`config.mk`:
```
export PLATFORM = sky130hd
export DESIGN_NAME = param_rr_arbiter_flat
export DESIGN_NICKNAME = d
export VERILOG_FILES = /design/src/rtl/param_rr_arbiter_pkg.sv /design/src/rtl/param_rr_arbiter_if.sv /design/src/rtl/param_rr_arbiter_pick.sv /design/src/rtl/param_rr_arbiter.sv /design/src/flat_wrapper.sv
export SDC_FILE = /design/constraint.sdc
export NUM_CORES = 1
export LEC_CHECK = 0
export BUFFER_PORTS_ARGS = -buffer_cell sky130_fd_sc_hd__buf_2
export CAP_MARGIN = 20
export CELL_PAD_IN_SITES_DETAIL_PLACEMENT = 1
export CELL_PAD_IN_SITES_GLOBAL_PLACEMENT = 1
export CORE_ASPECT_RATIO = 0.75
export CORE_MARGIN = 2
export CORE_UTILIZATION = 43
export CTS_BUF_LIST = sky130_fd_sc_hd__clkbuf_4 sky130_fd_sc_hd__clkbuf_8
export DETAILED_ROUTE_END_ITERATION = 10
export PLACE_DENSITY_LB_ADDON = 0.1
export SETUP_SLACK_MARGIN = 0.02
export SYNTH_ARGS = -nofsm -noshare
export SYNTH_HDL_FRONTEND = slang
export SYNTH_HIERARCHICAL = 1
export SYNTH_SLANG_ARGS = --single-unit
```
`constraint.sdc`:
```
create_clock -name clk -period 6.9 [get_ports clk]
set_input_delay 0.345 -clock clk [delete_from_list [all_inputs] [get_ports clk]]
set_output_delay 0.345 -clock clk [all_outputs]
set_load 0.05 [all_outputs]
```
`src/rtl/param_rr_arbiter_pkg.sv`:
```
// ----------------------------------------------------------------------------
// arb_pkg: shared types and helpers for the arbiter family.
//   arb_mode_e    : per-cycle arbitration policy (fixed priority / round-robin)
//   arb_state_e   : ownership state of the grant FSM
//   idx_width     : index width for N requesters (never below 1)
//   onehot_to_idx : encode a one-hot vector (up to ARB_MAX_N bits) to an index
// ----------------------------------------------------------------------------
package arb_pkg;

    localparam int ARB_MAX_N = 32;

    typedef enum logic {
        ARB_FIXED = 1'b0,
        ARB_RR    = 1'b1
    } arb_mode_e;

    typedef enum logic {
        ARB_IDLE  = 1'b0,
        ARB_GRANT = 1'b1
    } arb_state_e;

    function automatic int idx_width(input int n);
        return (n > 1) ? $clog2(n) : 1;
    endfunction

    // OR-reduction encoder: exact for one-hot input, zero for all-zero input.
    function automatic logic [4:0] onehot_to_idx(input logic [ARB_MAX_N-1:0] oh);
        logic [4:0] idx;
        idx = '0;
        for (int i = 0; i < ARB_MAX_N; i++) begin
            if (oh[i]) idx = idx | 5'(i);
        end
        return idx;
    endfunction

endpackage

```
`src/rtl/param_rr_arbiter_if.sv`:
```
// ----------------------------------------------------------------------------
// param_rr_arbiter_if: request/grant bundle between requesters and arbiter.
//   req       : request vector, bit i = requester i
//   mode      : 0 = fixed priority, 1 = round-robin
//   gnt       : one-hot grant, zero when idle
//   gnt_id    : index of current owner (meaningful when gnt_valid=1)
//   gnt_valid : grant present
// master = requester side, slave = arbiter side.
// ----------------------------------------------------------------------------
interface param_rr_arbiter_if
    import arb_pkg::*;
#(
    parameter int N = 4
);
    localparam int IDW = idx_width(N);

    logic [N-1:0]   req;
    logic           mode;
    logic [N-1:0]   gnt;
    logic [IDW-1:0] gnt_id;
    logic           gnt_valid;

    modport master (output req, mode, input gnt, gnt_id, gnt_valid);
    modport slave  (input req, mode, output gnt, gnt_id, gnt_valid);
endinterface

```
`src/rtl/param_rr_arbiter_pick.sv`:
```
// ----------------------------------------------------------------------------
// arb_pick: combinational winner selection over a candidate vector.
//   cand       : candidate requesters
//   ptr        : round-robin start index (first index searched)
//   mode       : 0 = highest set index wins, 1 = first set bit from ptr upward
//   pick_oh    : one-hot winner (zero if no candidate)
//   pick_idx   : winner index
//   pick_valid : at least one candidate
// ----------------------------------------------------------------------------
module arb_pick
    import arb_pkg::*;
#(
    parameter int N   = 4,
    parameter int IDW = idx_width(N)
) (
    input  logic [N-1:0]   cand,
    input  logic [IDW-1:0] ptr,
    input  logic           mode,
    output logic [N-1:0]   pick_oh,
    output logic [IDW-1:0] pick_idx,
    output logic           pick_valid
);

    always_comb begin
        int j;
        j       = 0;
        pick_oh = '0;
        if (mode == ARB_FIXED) begin
            // Ascending scan: the last hit, i.e. the highest index, survives.
            for (int i = 0; i < N; i++) begin
                if (cand[i]) begin
                    pick_oh    = '0;
                    pick_oh[i] = 1'b1;
                end
            end
        end else begin
            // Scan offsets from far to near so the hit closest to ptr survives.
            for (int k = N - 1; k >= 0; k--) begin
                j = (int'(ptr) + k) % N;
                if (cand[j]) begin
                    pick_oh    = '0;
                    pick_oh[j] = 1'b1;
                end
            end
        end
    end

    assign pick_valid = |cand;
    assign pick_idx   = IDW'(onehot_to_idx(ARB_MAX_N'(pick_oh)));

endmodule

```
`src/rtl/param_rr_arbiter.sv`:
```
// ----------------------------------------------------------------------------
// param_rr_arbiter: N-requester arbiter with registered one-hot grant.
//   clk   : rising-edge clock
//   reset : asynchronous active-low reset
//   bus   : slave side of param_rr_arbiter_if (req, mode in; gnt, gnt_id,
//           gnt_valid out, all registered)
// The owner keeps the grant while it requests; with MAX_HOLD != 0 it is forced
// to hand off after MAX_HOLD consecutive cycles if anyone else is requesting.
// ----------------------------------------------------------------------------
module param_rr_arbiter
    import arb_pkg::*;
#(
    parameter int N        = 4,
    parameter int MAX_HOLD = 4
) (
    input  logic              clk,
    input  logic              reset,
    param_rr_arbiter_if.slave bus
);

    localparam int IDW = idx_width(N);
    localparam int HCW = (MAX_HOLD > 1) ? $clog2(MAX_HOLD) : 1;
    // With MAX_HOLD = 0 the counter is never consulted and simply stays at 0.
    localparam logic [HCW-1:0] HOLD_LAST = HCW'((MAX_HOLD > 0) ? MAX_HOLD - 1 : 0);

    arb_state_e     state;
    logic [IDW-1:0] ptr;
    logic [HCW-1:0] hold_cnt;

    logic [N-1:0]   cand;
    logic [N-1:0]   pick_oh;
    logic [IDW-1:0] pick_idx;
    logic [IDW-1:0] next_ptr;
    logic           pick_valid;
    logic           owner_req;
    logic           others_req;
    logic           timeout;
    logic           rearb;

    // gnt is one-hot (or zero), so masking req with it tests the owner's bit.
    assign owner_req  = |(bus.req & bus.gnt);
    assign others_req = |(bus.req & ~bus.gnt);
    assign timeout    = (MAX_HOLD != 0) && owner_req && (hold_cnt == HOLD_LAST) && others_req;
    assign rearb      = (state == ARB_IDLE) || !owner_req || timeout;
    // On timeout the current owner is excluded from the contest.
    assign cand       = timeout ? (bus.req & ~bus.gnt) : bus.req;
    assign next_ptr   = (pick_idx == IDW'(N - 1)) ? '0 : pick_idx + 1'b1;

    arb_pick #(.N(N), .IDW(IDW)) u_pick (
        .cand       (cand),
        .ptr        (ptr),
        .mode       (bus.mode),
        .pick_oh    (pick_oh),
        .pick_idx   (pick_idx),
        .pick_valid (pick_valid)
    );

    always_ff @(posedge clk or negedge reset) begin
        if (!reset) begin
            state         <= ARB_IDLE;
            bus.gnt       <= '0;
            bus.gnt_id    <= '0;
            bus.gnt_valid <= 1'b0;
            ptr           <= '0;
            hold_cnt      <= '0;
        end else begin
            case (state)
                ARB_IDLE: begin
                    if (pick_valid) begin
                        state         <= ARB_GRANT;
                        bus.gnt       <= pick_oh;
                        bus.gnt_id    <= pick_idx;
                        bus.gnt_valid <= 1'b1;
                        ptr           <= next_ptr;
                        hold_cnt      <= '0;
                    end
                end
                ARB_GRANT: begin
                    if (rearb) begin
                        // Release or timeout: hand off in the same edge, no bubble.
                        if (pick_valid) begin
                            bus.gnt       <= pick_oh;
                            bus.gnt_id    <= pick_idx;
                            bus.gnt_valid <= 1'b1;
                            ptr           <= next_ptr;
                        end else begin
                            state         <= ARB_IDLE;
                            bus.gnt       <= '0;
                            bus.gnt_id    <= '0;
                            bus.gnt_valid <= 1'b0;
                        end
                        hold_cnt <= '0;
                    end else if (hold_cnt != HOLD_LAST) begin
                        hold_cnt <= hold_cnt + 1'b1;
                    end
                end
                default: state <= ARB_IDLE;
            endcase
        end
    end

endmodule
```
`src/flat_wrapper.sv`:
```
// flat-port wrapper written by rule: the top's interface ports become plain ports
module param_rr_arbiter_flat import arb_pkg::*;
#(
    parameter int N        = 4,
    parameter int MAX_HOLD = 4
)
  (clk, reset, bus_req, bus_mode, bus_gnt, bus_gnt_id, bus_gnt_valid);
  param_rr_arbiter_if #(.N(N)) bus_i ();
  input  logic clk;
  input  logic reset;
  input wire logic [$bits(bus_i.req)-1:0] bus_req;
  input wire logic [$bits(bus_i.mode)-1:0] bus_mode;
  output wire logic [$bits(bus_i.gnt)-1:0] bus_gnt;
  output wire logic [$bits(bus_i.gnt_id)-1:0] bus_gnt_id;
  output wire logic [$bits(bus_i.gnt_valid)-1:0] bus_gnt_valid;
  assign bus_i.req = bus_req;
  assign bus_i.mode = bus_mode;
  assign bus_gnt = bus_i.gnt;
  assign bus_gnt_id = bus_i.gnt_id;
  assign bus_gnt_valid = bus_i.gnt_valid;
  param_rr_arbiter #(.N(N), .MAX_HOLD(MAX_HOLD)) u_core (.clk(clk), .reset(reset), .bus(bus_i));
endmodule
```
==> impl_results.md <==
* Dpl ws at 2.941 ns
* Ant diodes at 0
* Final ANT Viol Nets at 0
* Clock root cell: clkbuf_8
* FMAX at 263.8 MHz
* Initial antenna violation count at 0
* Die Span X at 66.66 um
* Ports at 14
* Ys async rst share at 100.0%
* FF+latch count, synth at 12
* Synthesized area at 1266 um2
* Total CTS buffers at 3
* Hold buffer count at CTS at 1
* Final min period at 3.791 ns
* Total Power at 666.7 uW
* Syn_area_per_cell at 9.666 um2
* I/O Buffers at 13
* Critical path fanouts, max at 9
* H-Tree Depth at 1
* Placed Instances at 175
* Hpwl dp at 2314 um
* Worst-skew pair later-pin latency at 0.24 ns
* Die Y at 51.00 um
* Mapped Nets at 148
* Crit path kind: reg2reg
* EDFF count, synth at 0
* Class of the worst hold path: reg2reg
* # Max-Cap Violations at 0
* Leakage Power at 0.5891 nW
* Crit path largest cell delay at 0.76 ns
* DR vias at 1051
* Syn Inst Count at 131
* Arrival @ worst endpoint at 3.92 ns
* Post-CTS resize count at 0
* Reg2reg start: u_core/bus.gnt[1]
* Placer Congestion at 0.8341
* Die area at 3399 um2
* Core area at 2872 um2
* Area growth syn-to-layout at 10.38%
* PD cells at 477.1 nW/um2
* Layout cells sized above 1 at 28.67%
* Skew final at 0.001545 ns
* Worst Setup End Kind: flip-flop
* Fill cells at 346
* Clk sinks at 12
* Drt wl/cell at 16.45 um
* Synth warn at 6
* Layout Cells excl Fill at 181
* Sequential area share after synthesis at 23.72%
* Vias per cell at 5.807
* Post-CTS Setup Inserts at 0
* Top FF cell, synth: dfrtp_1
* Clock buffer depth at 2
* Final setup vio count at 0
* Fin worst setup slack at 3.109 ns
* Worst Setup SP: u_core/bus.gnt[1]
* Register area at 300.3 um2
* Cell Area, Placed at 1328 um2
* Overall Global Routing Usage at 19.74%
* Core Util, Final at 48.67%
* WL final at 2977 um
* Global-route wire length before repair at 5168 um
* Hold WS at 0.4981 ns
* Router iterations before antenna repair at 4
* Cell row count at 17
* Critical path required time at 7.03 ns
* Final TNS setup at 0 ns
* Worst path slowest cell: a21boi_0
* Worst slew pin tran at 1.015 ns
* Design Area, Final at 1398 um2
* Slew headroom at 31.70%
* Peak supply drop at 0.3127 mV
* Unrepaired setup endpoints after global routing: no
* Unique masters post-synth at 49
* Initial Util at 44.10%
* Status: complete, no violations
* Cells along the critical path: nor2b_1 -> o41a_1 -> a21boi_0 -> inv_1 -> o2111ai_1 -> nand4b_2 -> a2111oi_4 -> o211ai_1 -> ha_1 -> mux2_4
* Nets@finish at 161
* Initial DRC Count at 99
* Hold_sp: u_core/bus.gnt_id[0]
* Vias in the first global route at 1045
* Drt drc at 0
* Max Transition Viols Final at 0
* Multi-input gate area at 869.6 um2
* Gr ovfl total at 0
* Period utilization at 54.94%
* Clock slew at reported path FFs at 0.05 ns
* CTS tree: done
* Largest net degree at the start of global routing at 19
* Count of final hold-check violations at 0
* Startpoint Class: flip-flop
[per-layer routing]
layer  GRT usage (%)  part of all wire, %
met1           31.99                   55
met2           27.50                   40
met3           3.965                  4.7
met4           2.041                    0
met5               0                    0
[cell type report]
| cell class | instances | area share, % |
|---|---|---|
| well taps | 38 | 3.402 |
| repair buffers | 15 | 5.730 |
| multi-input cells | 100 | 62.22 |
| inverters | 12 | 3.223 |
| flip-flops and latches | 12 | 21.49 |
| clock buffers | 4 | 3.939 |
[kinds of logic after synthesis]
logic type / share of synthesized area [%]
AOI/OAI and AO/OA: 32.21
and+or+nand+nor: 17.00
buffers and inverters: 7.608
DFF: 23.72
adders and majority gates: 9.881
muxes: 9.585
[report_power, final]
group	leakage [nW]	total [mW]	switching [mW]	internal [mW]
sequential	0.145	0.151	0.0497	0.101
clock	0.0288	0.0768	0.0263	0.0504
combinational	0.415	0.439	0.258	0.180
total	0.589	0.667	0.335	0.332
[synthesized netlist by cell type (all sizes together) (2+ instances only)]
cell type	number	share of area, %
nor2	9	2.7
nand2	7	2.1
inv	12	3.6
a22o	6	4.7
a31o	2	1.4
mux2	2	2.4
nand3	4	1.6
nor4b	2	1.9
mux4	3	5.6
nor3	2	0.79
dfrtp	12	24
a22oi	3	1.8
nand2b	2	0.99
ha	10	9.9
buf	6	3.8
mux2i	2	1.6
nand4b	2	1.9
nor2b	6	3.2
a21o	2	1.3
o41ai	3	3.6
a31oi	4	3.2
o21ai	4	1.6
a21boi	4	2.4
a21oi	7	2.8
[path summary, 6_finish.rpt]
kind,to,slack (ns),depth (start not counted)
worst min-delay path,u_core/bus.gnt_id[0],0.50,1
min in group asynchronous,u_core/hold_cnt[1],0.51,2
worst min register to register,u_core/bus.gnt_id[0],0.50,1
worst max register to register,u_core/ptr[1],3.11,10
max in group asynchronous,u_core/bus.gnt[2],6.18,2
worst max-delay path,u_core/ptr[1],3.11,10
[layout by cell type, fill, tap and decap left out, types with 2 or more instances in the layout]
cell type,count
clkbuf_8,4
nor3_1,2
a31oi_1,3
dfrtp_1,12
nand2b_1,2
nor2b_1,5
mux2_4,2
inv_1,12
nor2_1,9
o41ai_1,2
a22oi_1,3
nand3_1,4
mux2i_1,2
a21oi_1,7
a21boi_0,4
nand2_1,7
o21ai_0,3
a22o_2,6
a31o_2,2
ha_1,10
buf_2,14
mux4_2,2
[state kept, by name, summed over array words and instances (netlist names)]
register / cells
u_core/bus.gnt: 4
u_core/bus.gnt_id: 2
u_core/hold_cnt: 2
u_core/ptr: 2
u_core/bus.gnt_valid: 1
u_core/state: 1
[critical path, delay by kind of cell, from the launching register on]
kind / cells / cell delay (ns)
AOI/OAI and AO/OA: 5 / 2.17
DFF: 1 / 0.43
adders and majority gates: 1 / 0.34
and+or+nand+nor: 2 / 0.29
muxes: 1 / 0.25
buffers and inverters: 1 / 0.21
Note: power is estimated with default switching activity, not from simulation.
